## src/rtl/pwm_breath_pkg.sv

```systemverilog
// Shared constants for the multi-channel breathing PWM: channel modes and ramp states.
// Latency: n/a (declarations only).
// Backpressure: n/a.
package pwm_breath_pkg;

    localparam logic [1:0] MODE_OFF    = 2'b00;
    localparam logic [1:0] MODE_ON     = 2'b01;
    localparam logic [1:0] MODE_BREATH = 2'b10;
    localparam logic [1:0] MODE_ANTI   = 2'b11;

    typedef enum logic {
        UP   = 1'b0,
        DOWN = 1'b1
    } ramp_state_t;

    // Counter width for a 0..n-1 counter; a divide-by-1 still needs one bit.
    function automatic int cnt_w(input int n);
        return (n > 1) ? $clog2(n) : 1;
    endfunction

endpackage

```

## src/rtl/pwm_timebase.sv

```systemverilog
// Shared time base: 1 us prescaler, PWM period counter, ramp divider and triangular level FSM.
// Latency: combinational strobes (wrap/step) qualify the current counter values.
// Backpressure: none; free-running while en is high, cleared while en is low.
module pwm_timebase
    import pwm_breath_pkg::*;
#(
    parameter int CLK_MHZ  = 5,
    parameter int STEPS    = 1000,
    parameter int RAMP_DIV = 1,
    parameter int CW       = $clog2(STEPS)
) (
    input  logic          clk,
    input  logic          rst_n,
    input  logic          en,
    output logic [CW-1:0] us_cnt,
    output logic [CW-1:0] level,
    output logic          wrap,
    output logic          step,
    output logic          period_start,
    output logic          ramp_bottom
);

    localparam int PW = cnt_w(CLK_MHZ);
    localparam int DW = cnt_w(RAMP_DIV);
    localparam logic [CW-1:0] LAST = CW'(STEPS - 1);

    logic [PW-1:0] pre_cnt;
    logic [DW-1:0] div_cnt;
    logic          us_tick;
    ramp_state_t   state;
    ramp_state_t   state_nx;
    logic [CW-1:0] level_nx;

    assign us_tick      = en && (pre_cnt == PW'(CLK_MHZ - 1));
    assign wrap         = us_tick && (us_cnt == LAST);
    assign step         = wrap && (div_cnt == DW'(RAMP_DIV - 1));
    assign period_start = en && (pre_cnt == '0) && (us_cnt == '0);
    assign ramp_bottom  = (state == DOWN) && (level == '0);

    always_ff @(posedge clk or negedge rst_n) begin
        if (!rst_n) begin
            pre_cnt <= '0;
            us_cnt  <= '0;
            div_cnt <= '0;
        end else if (!en) begin
            pre_cnt <= '0;
            us_cnt  <= '0;
            div_cnt <= '0;
        end else begin
            pre_cnt <= us_tick ? '0 : pre_cnt + PW'(1);
            if (us_tick) begin
                us_cnt <= wrap ? '0 : us_cnt + CW'(1);
            end
            if (wrap) begin
                div_cnt <= step ? '0 : div_cnt + DW'(1);
            end
        end
    end

    always_ff @(posedge clk or negedge rst_n) begin
        if (!rst_n) begin
            state <= UP;
            level <= '0;
        end else if (!en) begin
            state <= UP;
            level <= '0;
        end else begin
            state <= state_nx;
            level <= level_nx;
        end
    end

    // Turning points hold the level for one extra step so each extreme is shown twice.
    always_comb begin
        state_nx = state;
        level_nx = level;
        if (step) begin
            case (state)
                UP: begin
                    if (level == LAST) state_nx = DOWN;
                    else               level_nx = level + CW'(1);
                end
                DOWN: begin
                    if (level == '0) state_nx = UP;
                    else             level_nx = level - CW'(1);
                end
            endcase
        end
    end

endmodule

```

## src/rtl/pwm_breath_multi.sv

```systemverilog
// Multi-channel breathing LED PWM: per-channel off/on/breathe/antiphase over a shared time base.
// Latency: outputs registered one clk after the counter/level/mode values they reflect.
// Backpressure: none; en low clears the time base and forces outputs low on the next edge.
module pwm_breath_multi
    import pwm_breath_pkg::*;
#(
    parameter int CLK_MHZ  = 5,
    parameter int STEPS    = 1000,
    parameter int RAMP_DIV = 1,
    parameter int CH       = 4
) (
    input  logic            clk,
    input  logic            rst_n,
    input  logic            en,
    input  logic [2*CH-1:0] mode,
    output logic [CH-1:0]   pwm_sig,
    output logic            period_tick,
    output logic            breath_done
);

    localparam int CW = $clog2(STEPS);
    localparam logic [CW-1:0] LAST = CW'(STEPS - 1);

    logic [CW-1:0] us_cnt;
    logic [CW-1:0] level;
    logic [CW-1:0] anti_level;
    logic          wrap;
    logic          step;
    logic          period_start;
    logic          ramp_bottom;
    logic [CH-1:0] hit;

    pwm_timebase #(
        .CLK_MHZ  (CLK_MHZ),
        .STEPS    (STEPS),
        .RAMP_DIV (RAMP_DIV),
        .CW       (CW)
    ) u_timebase (
        .clk          (clk),
        .rst_n        (rst_n),
        .en           (en),
        .us_cnt       (us_cnt),
        .level        (level),
        .wrap         (wrap),
        .step         (step),
        .period_start (period_start),
        .ramp_bottom  (ramp_bottom)
    );

    assign anti_level = LAST - level;

    for (genvar i = 0; i < CH; i++) begin : g_ch
        logic [1:0] mode_q;
        logic       ch_hit;

        // Mode only changes at a period boundary so no period is cut short or stretched.
        always_ff @(posedge clk or negedge rst_n) begin
            if (!rst_n) begin
                mode_q <= MODE_OFF;
            end else if (!en || wrap) begin
                mode_q <= mode[2*i +: 2];
            end
        end

        always_comb begin
            ch_hit = 1'b0;
            case (mode_q)
                MODE_OFF:    ch_hit = 1'b0;
                MODE_ON:     ch_hit = 1'b1;
                MODE_BREATH: ch_hit = (us_cnt < level);
                MODE_ANTI:   ch_hit = (us_cnt < anti_level);
            endcase
        end

        assign hit[i] = ch_hit;
    end

    always_ff @(posedge clk or negedge rst_n) begin
        if (!rst_n) begin
            pwm_sig     <= '0;
            period_tick <= 1'b0;
            breath_done <= 1'b0;
        end else begin
            pwm_sig     <= en ? hit : '0;
            period_tick <= period_start;
            breath_done <= step && ramp_bottom;
        end
    end

endmodule

```

## config.mk

```make
export PLATFORM = sky130hd
export DESIGN_NAME = pwm_breath_multi
export DESIGN_NICKNAME = d
export VERILOG_FILES = /design/src/rtl/pwm_breath_pkg.sv /design/src/rtl/pwm_timebase.sv /design/src/rtl/pwm_breath_multi.sv
export SDC_FILE = /design/constraint.sdc
export NUM_CORES = 1
export LEC_CHECK = 0
export CAP_MARGIN = 20
export CORE_UTILIZATION = 35
export CTS_BUF_LIST = sky130_fd_sc_hd__clkbuf_4 sky130_fd_sc_hd__clkbuf_8
export DETAILED_ROUTE_END_ITERATION = 10
export PLACE_DENSITY = 0.56
export SLEW_MARGIN = 20
export SYNTH_ARGS = -nofsm -noshare
export SYNTH_HDL_FRONTEND = slang
export SYNTH_SLANG_ARGS = --single-unit
```

## constraint.sdc

```tcl
create_clock -name clk -period 6.57 [get_ports clk]
set_clock_uncertainty 0.1 [all_clocks]
set_input_delay 1.314 -clock clk [delete_from_list [all_inputs] [get_ports clk]]
set_output_delay 1.314 -clock clk [all_outputs]
set_load 0.02 [all_outputs]
```

==> impl_results.md <==
- Run status: completed
- Vias in the first global route: 1951
- DR vias: 2048
- Hold Path Class: flip-flop to flip-flop
- Mean Syn Cell Area: 9.65 µm²
- TritonCTS clock tree: built
- Die area: 0.00796 mm²
- Via count normalized by instance count: 5.21
- Setup bufs post-CTS: 0
- Post-route clock period utilization: 57.8%
- FF-to-FF setup slack: 3760 ps
- Largest area contributor in the netlist: dfrtp_1
- Max-slew violations: 0
- Crit-path slowest cell: clkdlybuf4s50_1
- Chip height: 89.2 µm
- HPWL Detailed: 4250 µm
- Worst setup EP type: flip-flop
- RSZ-0062 raised after global routing: false
- Reg area: 976 µm²
- Most common cell after layout, fill and taps aside: dfrtp_1
- Slew @ Worst Pin: 863 ps
- First-pass GRT wire length: 9400 µm
- Antenna Nets Post-Route: 0
- Yosys warns: 0
- Hold Violations, Final: 0
- Syn_nets: 318
- Row count: 31
- Clk buf depth: 2
- # setup viols final: 0
- Synth unique cells: 49
- Arrival @ worst endpoint: 3900 ps
- H-tree depth: 2
- Yosys top cell area share: 36.6%
- Post-cts repair resize count: 0
- Fillers: 727
- Share of cells above drive strength 1: 8.16%
- Post-Syn Instances: 276
- Minimum clock period after layout: 3800 ps
- CP Cell Sequence: clkdlybuf4s50_1 -> or3b_4 -> nor4_4 -> nand2_1 -> or2_1 -> o31ai_1
- Placer Congestion: 0.766
- Worst path top cell family by delay: simple AND/OR/NAND/NOR gates
- Worst reg2reg path startpoint: u_timebase.level[4]
- Pwr/cell area: 156 mW/mm²
- Reg clk slew, reported paths: 70 ps
- P_leak: 1.32 nW
- CTS root buffer: clkbuf_8
- # IOs: 17
- Layout area overhead: 12.7%
- Hold Crit Start: u_timebase.pre_cnt[0]
- Area of the multi-input gates: 0.00159 mm²
- Peak VDD IR: 0.0000630 V
- R2r worst-path depth: 9
- Synth area leaders: dfrtp_1 (37%), ha_1 (14%), xnor2_1 (3.6%)
- Type of origin of the critical path: primary input
- Initial DRC count: 75
- Mapped Area: 0.00266 mm²
- Total CTS buffers: 5
- Seq/Total Area, Yosys: 36.6%
- Critical Path RT: 6670 ps
- Buffers added on ports: 16
- Drt total wl: 5710 µm
- Relative slew slack: 42.5%
- CORE AREA: 0.00729 mm²
- Crit Path Max Fanout: 20
- Hold-fix buffer count after cts: 0
- Critical Path Max Stage Delay: 950 ps
- CP Class: primary input to flip-flop
- Clk_lat worst skew: 290 ps
- Clk sink count: 39
- Total power: 0.467 mW
- Global Route Usage Sum: 15.6%
- Buf+Inv Stages, Crit Path: 1
- Largest net degree at the start of global routing: 40
- Reg-to-reg endpoint: pwm_sig[3]
- Initial Util: 36.5%
- Fin nets: 335
- Share of flip-flops with an asynchronous set or reset: 100%
- Grt total ovfl: 0
- First-pass iteration count of the detailed router: 5
- Hold depth: 1
- Initial antenna violation count: 0
- Commonest non-fill, non-tap cells in the layout: dfrtp_1 (39), ha_1 (30), nor2_1 (19)
- Drt drc: 0
- Ys flop type: dfrtp_1
- FMAX: 0.263 GHz
- Final setup TNS: 0 ps
- Antenna diodes: 0
- Number of flops mapped to enable cells by yosys: 0
- Total of max-cap violations: 0
- Die width: 89.2 µm
- Post-synthesis register bit count: 39
- End of the worst hold path: u_timebase.pre_cnt[0]
- Wire per inst: 14.5 µm
-- cells in the mapped netlist (2+ instances only) --
cell and count:
o31a_1 4, nand4_1 2, nand2_1 17, ha_1 30
o21ai_1 10, mux2_2 6, nand3_1 13, o21bai_1 2
a2111oi_0 2, dfrtp_1 39, a41oi_1 4, nor4_1 4
nand2b_1 6, a21oi_1 12, buf_2 2, nor3_1 4
nor2_1 19, nor4b_1 2, and2_1 2, a211oi_1 2
and3_1 2, a21o_1 5, a211o_1 3, clkbuf_1 3
xor2_1 7, nand4_4 2, o21ai_0 18, o31ai_1 2
mux2_1 2, a31oi_1 3, o211ai_1 2, or2_2 2
inv_1 17, xnor2_1 11
-- cell families after synthesis --
group	Yosys count	synth area share, %
adders and majority gates	31	14.8
and+or+nand+nor	82	17.6
AOI/OAI and AO/OA	73	17.5
xor gates and xnor gates	18	5.92
buffers and inverters	24	3.76
muxes	9	3.76
DFF	39	36.6
-- how the worst max path moves through the flow --
stage | start | to | slack [ps] | cells past startpoint
3_5_place_dp | en | u_timebase.level[7] | 2440 | 6
4_1_cts | en | u_timebase.level[6] | 2770 | 7
2_1_floorplan | en | u_timebase.level[7] | 3670 | 8
5_1_grt | en | u_timebase.level[5] | 2590 | 7
3_3_place_gp | en | u_timebase.level[7] | 2520 | 7
6_report | en | u_timebase.level[7] | 2770 | 6
-- through the flow --
| stage | worst slack (ps) | hold slack (ps) | utilization (%) | instance area (µm²) | instances |
|---|---|---|---|---|---|
| final | 2770 | 364 | 41.2 | 3000 | 393 |
| after global routing | 2590 | 422 | 41.2 | 3000 | 393 |
| after CTS | 2770 | 373 | 41.2 | 3000 | 393 |
| after detailed placement | 2440 | 363 | 40.0 | 2910 | 385 |
| after global placement | 2520 | 357 | 40.0 | 2910 | 385 |
| after floorplan | 3670 | 332 | - | 2660 | 276 |
-- cell type report --
class,count,area share [%]
Multi-Input combinational cell,213,52.9
Tap cell,99,4.13
Timing Repair Buffer,17,5.42
Clock buffer,7,2.79
Inverter,17,2.13
Sequential cell,39,32.5
Clock inverter,1,0.167
-- power breakdown --
part	switching [mW]	internal, mW	leakage [nW]
clock network	0.0806	0.0827	0.0491
logic	0.0232	0.0228	0.750
registers	0.00789	0.250	0.520
total	0.112	0.355	1.32
-- worst register-to-register path: stages, from the launching register on --
cell and delay (ps):
dfrtp_1 450, inv_1 90, ha_1 260, nor3_1 210
xnor2_1 160, ha_1 270, a2111oi_0 400, o21ai_0 340
a41oi_1 300, o31a_1 170
-- routing by layer --
layer	up-vias	wire length, µm	GRT usage (%)
met5	-	0	0
met4	0	77	4.76
met3	7	175	2.49
met2	39	2650	26.4
met1	962	2810	20.4
li1	1040	-	-
-- registers in the layout, summed over array words and instances, names as in the netlist --
name,count
pwm_sig,4
u_timebase.div_cnt,1
u_timebase.us_cnt,10
u_timebase.state,1
u_timebase.level,10
breath_done,1
u_timebase.pre_cnt,3
g_ch.mode_q,8
period_tick,1
(Power assumes the default switching activity.)
